--- src/rtl/inst_axi_bridge_pkg.sv ---
// Shared AXI read-channel constants and AR FSM encodings.
// Used by the instruction bridge and any data-side sibling.
package inst_axi_bridge_pkg;

    // Default widths for the fetch/AXI bundle.
    localparam int ADDR_W_DEF = 64;
    localparam int DATA_W_DEF = 64;

    // Fixed AXI encodings for single-beat 64-bit reads.
    localparam logic [2:0] AXI_SIZE_8B    = 3'b011;
    localparam logic [1:0] AXI_BURST_INCR = 2'b01;
    localparam logic [1:0] AXI_RESP_OKAY  = 2'b00;
    localparam logic [7:0] AXI_LEN_1BEAT  = 8'd0;

    // Address channel state: idle, or holding ar_valid until ar_ready.
    typedef enum logic {
        AR_IDLE = 1'b0,
        AR_WAIT = 1'b1
    } ar_state_e;

    // Per-cycle error causes, OR-ed into the sticky bus_err.
    typedef struct packed {
        logic resp_err;
        logic stray_beat;
        logic no_last;
        logic bad_op;
    } err_flags_t;

endpackage

--- src/rtl/inst_axi_bridge_if.sv ---
// Fetch request/response bundle plus AXI AR and R channels.
// master = bridge side, slave = fetch stage + AXI fabric side.
interface inst_axi_bridge_if
    import inst_axi_bridge_pkg::*;
#(
    parameter int ADDR_W = ADDR_W_DEF,
    parameter int DATA_W = DATA_W_DEF
);

    logic              req_valid;
    logic              req_op;
    logic [ADDR_W-1:0] req_addr;
    logic              addr_ok;
    logic              data_ok;
    logic [DATA_W-1:0] rdata;
    logic              bus_err;

    logic              ar_valid;
    logic              ar_ready;
    logic [ADDR_W-1:0] ar_addr;
    logic [3:0]        ar_id;
    logic [7:0]        ar_len;
    logic [2:0]        ar_size;
    logic [1:0]        ar_burst;

    logic              r_valid;
    logic              r_ready;
    logic [DATA_W-1:0] r_data;
    logic [1:0]        r_resp;
    logic              r_last;

    modport master (
        input  req_valid, req_op, req_addr,
        output addr_ok, data_ok, rdata, bus_err,
        output ar_valid, ar_addr, ar_id, ar_len, ar_size, ar_burst,
        input  ar_ready,
        input  r_valid, r_data, r_resp, r_last,
        output r_ready
    );

    modport slave (
        output req_valid, req_op, req_addr,
        input  addr_ok, data_ok, rdata, bus_err,
        input  ar_valid, ar_addr, ar_id, ar_len, ar_size, ar_burst,
        output ar_ready,
        output r_valid, r_data, r_resp, r_last,
        input  r_ready
    );

endinterface

--- src/rtl/inst_axi_bridge.sv ---
// Fetch-side split handshake to single-beat AXI4 reads.
// Keeps up to MAX_OUTSTANDING in-order reads in flight.
module inst_axi_bridge
    import inst_axi_bridge_pkg::*;
#(
    parameter int ADDR_W          = 64,
    parameter int DATA_W          = 64,
    parameter int MAX_OUTSTANDING = 2,
    parameter int AXI_ID          = 0
) (
    input logic               clk,
    input logic               rst,
    inst_axi_bridge_if.master bus
);

    localparam logic [1:0] MAX_CNT = 2'(MAX_OUTSTANDING);

    ar_state_e         state_q;
    ar_state_e         state_d;
    logic              ar_valid_q;
    logic              ar_valid_d;
    logic [ADDR_W-1:0] ar_addr_q;
    logic [ADDR_W-1:0] ar_addr_d;

    logic [1:0]        cnt;
    logic [1:0]        cnt_d;

    logic              accept;
    logic              ar_hs;
    logic              r_rdy;
    logic              r_hs;

    logic              data_ok_q;
    logic [DATA_W-1:0] rdata_q;
    logic              bus_err_q;
    err_flags_t        err;

    // The low address bits only select bytes within the 8-byte beat.
    logic              unused_addr_lsb;
    assign unused_addr_lsb = ^bus.req_addr[2:0];

    // Accept only in idle, out of reset, and with room in the counter.
    assign accept = bus.req_valid & ~rst
                  & (state_q == AR_IDLE)
                  & (cnt < MAX_CNT);

    assign ar_hs = ar_valid_q & bus.ar_ready;

    // Any accepted read may return, so ready tracks a non-zero count.
    assign r_rdy = ~rst & (cnt != 2'd0);
    assign r_hs  = bus.r_valid & r_rdy;

    // AR channel next-state: latch aligned address, hold until ready.
    always_comb begin
        state_d    = state_q;
        ar_valid_d = ar_valid_q;
        ar_addr_d  = ar_addr_q;
        unique case (state_q)
            AR_IDLE: begin
                if (accept) begin
                    ar_addr_d  = {bus.req_addr[ADDR_W-1:3], 3'b000};
                    ar_valid_d = 1'b1;
                    state_d    = AR_WAIT;
                end
            end
            AR_WAIT: begin
                if (ar_hs) begin
                    ar_valid_d = 1'b0;
                    state_d    = AR_IDLE;
                end
            end
        endcase
    end

    // Outstanding count: +1 on accept, -1 on R handshake, both = hold.
    always_comb begin
        cnt_d = cnt;
        unique case ({accept, r_hs})
            2'b10:   cnt_d = cnt + 2'd1;
            2'b01:   cnt_d = cnt - 2'd1;
            default: cnt_d = cnt;
        endcase
    end

    // Error causes observed this cycle.
    always_comb begin
        err            = '0;
        err.resp_err   = r_hs & (bus.r_resp != AXI_RESP_OKAY);
        err.stray_beat = bus.r_valid & (cnt == 2'd0);
        err.no_last    = r_hs & ~bus.r_last;
        err.bad_op     = accept & bus.req_op;
    end

    // AR FSM state and address channel registers.
    always_ff @(posedge clk) begin
        if (rst) begin
            state_q    <= AR_IDLE;
            ar_valid_q <= 1'b0;
            ar_addr_q  <= '0;
        end else begin
            state_q    <= state_d;
            ar_valid_q <= ar_valid_d;
            ar_addr_q  <= ar_addr_d;
        end
    end

    // Outstanding read counter; reset drops in-flight reads.
    always_ff @(posedge clk) begin
        if (rst) begin
            cnt <= 2'd0;
        end else begin
            cnt <= cnt_d;
        end
    end

    // Return path: one-cycle data_ok, rdata held until next beat.
    always_ff @(posedge clk) begin
        if (rst) begin
            data_ok_q <= 1'b0;
            rdata_q   <= '0;
        end else begin
            data_ok_q <= r_hs;
            if (r_hs) begin
                rdata_q <= bus.r_data;
            end
        end
    end

    // Sticky error flag, cleared only by reset.
    always_ff @(posedge clk) begin
        if (rst) begin
            bus_err_q <= 1'b0;
        end else if (|err) begin
            bus_err_q <= 1'b1;
        end
    end

    assign bus.addr_ok  = accept;
    assign bus.data_ok  = data_ok_q;
    assign bus.rdata    = rdata_q;
    assign bus.bus_err  = bus_err_q;

    assign bus.ar_valid = ar_valid_q;
    assign bus.ar_addr  = ar_addr_q;
    assign bus.ar_id    = 4'(AXI_ID);
    assign bus.ar_len   = AXI_LEN_1BEAT;
    assign bus.ar_size  = AXI_SIZE_8B;
    assign bus.ar_burst = AXI_BURST_INCR;

    assign bus.r_ready  = r_rdy;

endmodule
--- src/flat_wrapper.sv ---
// flat-port wrapper written by rule: the top's interface ports become plain ports
module inst_axi_bridge_flat import inst_axi_bridge_pkg::*;
#(
    parameter int ADDR_W          = 64,
    parameter int DATA_W          = 64,
    parameter int MAX_OUTSTANDING = 2,
    parameter int AXI_ID          = 0
)
  (clk, rst, bus_req_valid, bus_req_op, bus_req_addr, bus_addr_ok, bus_data_ok, bus_rdata, bus_bus_err, bus_ar_valid, bus_ar_addr, bus_ar_id, bus_ar_len, bus_ar_size, bus_ar_burst, bus_ar_ready, bus_r_valid, bus_r_data, bus_r_resp, bus_r_last, bus_r_ready);
  inst_axi_bridge_if #(.ADDR_W(ADDR_W), .DATA_W(DATA_W)) bus_i ();
  input logic clk;
  input logic rst;
  input wire logic [$bits(bus_i.req_valid)-1:0] bus_req_valid;
  input wire logic [$bits(bus_i.req_op)-1:0] bus_req_op;
  input wire logic [$bits(bus_i.req_addr)-1:0] bus_req_addr;
  output wire logic [$bits(bus_i.addr_ok)-1:0] bus_addr_ok;
  output wire logic [$bits(bus_i.data_ok)-1:0] bus_data_ok;
  output wire logic [$bits(bus_i.rdata)-1:0] bus_rdata;
  output wire logic [$bits(bus_i.bus_err)-1:0] bus_bus_err;
  output wire logic [$bits(bus_i.ar_valid)-1:0] bus_ar_valid;
  output wire logic [$bits(bus_i.ar_addr)-1:0] bus_ar_addr;
  output wire logic [$bits(bus_i.ar_id)-1:0] bus_ar_id;
  output wire logic [$bits(bus_i.ar_len)-1:0] bus_ar_len;
  output wire logic [$bits(bus_i.ar_size)-1:0] bus_ar_size;
  output wire logic [$bits(bus_i.ar_burst)-1:0] bus_ar_burst;
  input wire logic [$bits(bus_i.ar_ready)-1:0] bus_ar_ready;
  input wire logic [$bits(bus_i.r_valid)-1:0] bus_r_valid;
  input wire logic [$bits(bus_i.r_data)-1:0] bus_r_data;
  input wire logic [$bits(bus_i.r_resp)-1:0] bus_r_resp;
  input wire logic [$bits(bus_i.r_last)-1:0] bus_r_last;
  output wire logic [$bits(bus_i.r_ready)-1:0] bus_r_ready;
  assign bus_i.req_valid = bus_req_valid;
  assign bus_i.req_op = bus_req_op;
  assign bus_i.req_addr = bus_req_addr;
  assign bus_addr_ok = bus_i.addr_ok;
  assign bus_data_ok = bus_i.data_ok;
  assign bus_rdata = bus_i.rdata;
  assign bus_bus_err = bus_i.bus_err;
  assign bus_ar_valid = bus_i.ar_valid;
  assign bus_ar_addr = bus_i.ar_addr;
  assign bus_ar_id = bus_i.ar_id;
  assign bus_ar_len = bus_i.ar_len;
  assign bus_ar_size = bus_i.ar_size;
  assign bus_ar_burst = bus_i.ar_burst;
  assign bus_i.ar_ready = bus_ar_ready;
  assign bus_i.r_valid = bus_r_valid;
  assign bus_i.r_data = bus_r_data;
  assign bus_i.r_resp = bus_r_resp;
  assign bus_i.r_last = bus_r_last;
  assign bus_r_ready = bus_i.r_ready;
  inst_axi_bridge #(.ADDR_W(ADDR_W), .DATA_W(DATA_W), .MAX_OUTSTANDING(MAX_OUTSTANDING), .AXI_ID(AXI_ID)) u_core (.clk(clk), .rst(rst), .bus(bus_i));
endmodule
--- config.mk ---
export PLATFORM = sky130hd
export DESIGN_NAME = inst_axi_bridge_flat
export DESIGN_NICKNAME = d
export VERILOG_FILES = /design/src/rtl/inst_axi_bridge_pkg.sv /design/src/rtl/inst_axi_bridge_if.sv /design/src/rtl/inst_axi_bridge.sv /design/src/flat_wrapper.sv
export SDC_FILE = /design/constraint.sdc
export NUM_CORES = 1
export LEC_CHECK = 0
export ABC_CLOCK_PERIOD_IN_PS = 5000
export CORE_ASPECT_RATIO = 1.2
export CORE_MARGIN = 4
export CORE_UTILIZATION = 40
export DETAILED_ROUTE_END_ITERATION = 10
export PLACE_DENSITY = 0.83
export SLEW_MARGIN = 5
export SYNTH_ARGS = -nofsm -noshare
export SYNTH_HDL_FRONTEND = slang
export SYNTH_SLANG_ARGS = --single-unit
--- constraint.sdc ---
create_clock -name clk -period 5 [get_ports clk]
set_clock_uncertainty 0.15 [all_clocks]
set_input_delay 0.5 -clock clk [delete_from_list [all_inputs] [get_ports clk]]
set_output_delay 0.5 -clock clk [all_outputs]
set_load 0.01 [all_outputs]
==> results of run 1 <==
-- worst reg2reg max path: cells and delay by family, from the launching register on --
kind | cells | cell delay (ns)
AND/OR/NAND/NOR | 2 | 0.95
AO/OA/AOI/OAI | 2 | 0.67
flip-flops | 1 | 0.39
adder cells (fa/ha/maj) | 1 | 0.36
-- worst max-delay path by stage --
stage | from | endpoint | slack, ns | cells past startpoint
finish | rst | bus_addr_ok | 1.79 | 4
global route | rst | bus_addr_ok | 1.69 | 4
floorplan | rst | u_core.cnt[1] | 2.88 | 7
CTS | rst | bus_addr_ok | 1.77 | 4
detailed placement | rst | u_core.cnt[1] | 1.60 | 6
global placement | rst | u_core.cnt[1] | 1.65 | 6
-- area by class of cell --
type	count	area, sq um	area share
clock buffers	20	467	0.0588
multi-input cells	414	1850	0.234
clock inverters	12	108	0.0136
well taps	157	196	0.0248
inverters	3	13.8	0.00173
repair buffers	269	2670	0.337
flip-flops and latches	131	2620	0.331
-- synth_stat cells --
cell,n
inv_1,1
clkbuf_2,3
clkinv_2,1
and2_1,2
conb_1,2
or3_1,1
xnor2_1,1
nor2_1,2
dfxtp_1,131
a31o_2,2
or4b_4,1
nand3_1,64
buf_4,20
o21ai_0,110
xor2_1,1
o21ba_2,1
clkbuf_1,30
o41ai_1,1
inv_2,1
buf_2,9
buf_6,5
nand2_1,188
ha_1,1
a21oi_1,3
o21ai_1,16
-- flip-flops by register name (all words and copies together), names as in the netlist --
name,flops
u_core.bus.ar_addr,61
u_core.bus.rdata,64
u_core.bus.data_ok,1
u_core.bus.bus_err,1
u_core.state_q,1
u_core.cnt,2
u_core.bus.ar_valid,1
-- logic make-up (layout without fill, tap and decap cells) --
| kind of cell | Yosys count | after routing | synth area share |
|---|---|---|---|
| AND/OR/NAND/NOR | 258 | 258 | 0.222 |
| AO/OA/AOI/OAI | 133 | 133 | 0.142 |
| flip-flops | 131 | 131 | 0.546 |
| buffers and inverters | 70 | 304 | 0.0816 |
| other | 2 | 20 | 0.00156 |
| XOR/XNOR | 2 | 2 | 0.00365 |
| adder cells (fa/ha/maj) | 1 | 1 | 0.00261 |
-- stage by stage --
| step | std cells | hold slack (ns) | power [W] | area [sq um] |
|---|---|---|---|---|
| floorplan | 615 | 0.323 | 0.00141 | 4870 |
| detailed placement | 974 | 0.291 | 0.00171 | 7360 |
| finish | 1006 | 0.296 | 0.00287 | 7930 |
| global placement | 974 | 0.286 | 0.00170 | 7360 |
| CTS | 1006 | 0.300 | 0.00290 | 7930 |
| global route | 1006 | 0.314 | 0.00299 | 7930 |
-- layer usage --
layer / track usage / part of all wire
met1: 0.222 / 0.37
met2: 0.351 / 0.48
met3: 0.104 / 0.11
met4: 0.0996 / 0.031
met5: 0 / 0
-- power groups by stage --
stage / sequential (W) / clock (W) / combinational [W]
2_1_floorplan: 0.00124 / 0 / 0.000164
3_3_place_gp: 0.00120 / 0 / 0.000503
3_5_place_dp: 0.00120 / 0 / 0.000508
4_1_cts: 0.00118 / 0.00120 / 0.000513
5_1_grt: 0.00119 / 0.00125 / 0.000549
6_report: 0.00118 / 0.00118 / 0.000507
==> qor.yml, run 1 <==
outcome: "completed"
gp_congestion: 0.760
maxCapViolCount: 0
track_usage: 0.211
cp.buffers_inverters: 3
clk_pin_slew_ns: 0.05
postCtsSetupBuffers: 0
ctsResizeCount: 0
p_int_w: 0.00214
crit_family: "buffers and inverters"
crit_path_end_kind: "primary output"
synth_area_sq_um: 4800
fin_nets: 974
avgSynthCellArea_sq_um: 8.04
antenna_cells: 0
period_needed_ns: 3.21
r2r_end: "u_core.cnt[1]"
hold_viol_final: 0
grt_pass1_wl_mm: 22.6
die_h_microns: 128
drive_gt1_frac: 0.0542
core_area_sq_um: 11700
switching_share: 0.254
dr.pass1.iters: 6
path_class: "in2out"
die_area_sq_um: 13800
clk_latency_ns: 0.41
power.density_nw_per_um2: 361
critPathLaunchType: "input pin"
synth.area.top_cells: "dfxtp_1 55%, nand2_1 15%, o21ai_0 11%"
ios: 287
cpMaxStageDelayCell: "clkdlybuf4s50_1"
grt_pass1_vias: 4499
slew_viol_final: 0
routed_wl_mm: 15.0
slew_headroom: 0.506
cts_hold_buf: 0
setup_tns_ns: 0
seq_power_share: 0.413
vias: 4807
clockBufferDepth: 2
fill_cells: 938
yosysSeqAreaShare: 0.546
hold_path.class: "reg2reg"
r2r_setup_slack_ns: 2.41
required_ns: 4.35
cts.sinks: 131
worstPathCellList: "clkdlybuf4s50_1 -> or4b_4 -> clkinv_2 -> clkdlybuf4s50_1"
grt_overflow_total: 0
final_util: 0.680
initial_core_util: 0.411
layout_common_cells: "262 x clkdlybuf4s50_1, 188 x nand2_1, 131 x dfxtp_1"
drt_iter0_drc: 211
worstMarginPinSlew_ns: 0.741
min_from: "u_core.bus.ar_addr[27]"
cp_common_cell: "clkdlybuf4s50_1"
post-route-worst-setup-slack_ns: 1.79
cts.root.buffer_cell: "clkbuf_16"
finalCritPeriodShare: 0.642
critPathArrivalTime_ns: 2.56
area_growth_pct: 65.3
p_sw_w: 0.000728
leakage_nw: 2.86
setup_viol: 0
p_clk_frac: 0.410
rsz0062_at_grt: "false"
timing.rr.start: "u_core.cnt[1]"
path_max_fanout: 39
vias_per_cell: 4.78
synth_seq_cells: 131
yosysWarnings: 0
yosysTopAreaCellShare: 0.546
holdPathEnd: "u_core.bus.ar_addr[27]"
portBuffers: 263
drc: 0
hold_depth: 2
cts_max_level: 4
antenna_found_initial: 0
rows: 43
die_w_microns: 108
place_ws_ns: 1.60
cts_tree: "built"
mostFrequentLayoutCell: "clkdlybuf4s50_1"
r2r_cells: 5
yosysUniqueCellTypes: 25
grt_max_degree: 89
synth_top_area_cell: "dfxtp_1"
synthCells: 597
worst_ir_drop_vdd_mv: 0.205
p_comb_frac: 0.177
wl_per_cell_microns: 14.9
cts_made_buffers: 17
clock.fmax_ghz: 0.312
ant_nets: 0
slowest_delay_ns: 0.62
hpwlAfterDp_mm: 10.3
Power figures use the tool's default switching activity.
==> inputs of run 2 (changes only) <==
Settings changed: ABC_CLOCK_PERIOD_IN_PS 5000 to 3200, CORE_UTILIZATION 40 to 37, PLACE_DENSITY 0.83 to 0.77.
Clock period 5 ns to 3.2 ns, I/O delays scaled along.
==> qor.yml, run 2 (synthesis results as in run 1) <==
setup_tns_ns: 0
path_max_fanout: 6
cts_max_level: 4
routed_wl_mm: 14.7
seqCellArea_sq_um: 2620
fin_cells: 1013
fin_nets: 974
critPathArrivalTime_ns: 2.11
slew_viol_final: 0
clockBufferDepth: 2
initial_core_util: 0.379
vias: 4690
hold_viol_final: 0
clk_latency_ns: 0.40
worstMarginPinSlew_ns: 0.701
die_w_microns: 112
portBuffers: 263
hold_path.class: "reg2reg"
layout_common_cells: "262 x clkdlybuf4s50_1, 188 x nand2_1, 131 x dfxtp_1"
cts.sinks: 131
grt-busiest-layer: "met2"
cts.root.buffer_cell: "clkbuf_16"
dr.pass1.iters: 4
mostFrequentLayoutCell: "clkdlybuf4s50_1"
drc: 0
ios: 287
slew_headroom: 0.533
vias_per_cell: 4.63
crit_path_end_kind: "primary output"
path_class: "in2out"
cts_hold_buf: 0
critPathLaunchType: "input pin"
clock.fmax_ghz: 0.388
antenna_found_initial: 0
maxCapViolCount: 0
rows: 45
die_area_sq_um: 14900
finalCritPeriodShare: 0.805
required_ns: 2.73
postCtsSetupBuffers: 0
grt_pass1_wl_mm: 22.9
clk_pin_slew_ns: 0.06
area_growth_pct: 67.8
grt_max_degree: 126
worst_ir_drop_vdd_mv: 0.349
wl_per_cell_microns: 14.6
multiInputGateArea_sq_um: 1850
drive_gt1_frac: 0.0518
rsz0062_at_grt: "false"
ant_nets: 0
die_h_microns: 133
grt_pass1_vias: 4396
gp_congestion: 0.767
gr-usage-met2: 0.304
setup_viol: 0
period_needed_ns: 2.58
antenna_cells: 0
grt_overflow_total: 0
dp_cells: 981
fill_cells: 1118
largest_reg_flops: 64
ctsResizeCount: 0
outcome: "completed"
whs_ns: 0.298
leakage_nw: 2.93
cts_made_buffers: 17
cts_tree: "built"
power.density_nw_per_um2: 601
drt_iter0_drc: 272
hpwlAfterDp_mm: 10.1
core_area_sq_um: 12700
use_met1: 0.224
track_usage: 0.190
globalRouteMet3Util: 0.0860
run 2: changes by cell type in the layout (fill, tap and decap cells not counted), sizes merged:
| cell | previous run | this run |
|---|---|---|
| clkinvlp | 6 | 1 |
| bufinv | 1 | 6 |
| clkinv | 7 | 6 |
| inv | 1 | 2 |
run 2: layout make-up:
type                    instances  share of cell area
clock buffers                  20              0.0555
clock inverters                12              0.0283
inverters                       3             0.00171
multi-input cells             414               0.230
flip-flops and latches        131               0.326
well taps                     164              0.0255
repair buffers                269               0.333
run 2: final timing paths:
check	startpoint	depth (start not counted)	to	slack [ns]
worst max-delay path	rst	4	bus_addr_ok	0.62
worst min register to register	u_core.bus.ar_addr[33]	2	u_core.bus.ar_addr[33]	0.30
worst max register to register	u_core.cnt[1]	4	u_core.bus.rdata[38]	1.22
worst min-delay path	u_core.bus.ar_addr[33]	2	u_core.bus.ar_addr[33]	0.30
run 2: power breakdown:
| part | switching, W | leakage (nW) | internal (W) |
|---|---|---|---|
| sequential | 0.0000699 | 1.07 | 0.00178 |
| combinational | 0.000349 | 1.53 | 0.000441 |
| clock | 0.000719 | 0.325 | 0.00149 |
run 2: metrics by stage:
step	area (sq um)	util	total power, W	worst slack, ns
2_1_floorplan	4870	-	0.00220	1.23
3_3_place_gp	7380	0.583	0.00266	0.620
3_5_place_dp	7380	0.583	0.00267	0.610
4_1_cts	8060	0.636	0.00490	0.610
5_1_grt	8060	0.636	0.00504	0.564
6_report	8060	0.636	0.00484	0.624
run 2: worst max-delay path, cell delays in order:
cell,delay (ns)
clkdlybuf4s50_1,0.53
or4b_4,0.59
clkinv_2,0.09
clkdlybuf4s50_1,0.57
run 2: routing by layer:
metal	share of wire	up-vias
li1	-	2403
met1	0.41	2072
met2	0.47	197
met3	0.11	18
met4	0.018	0
met5	0	-
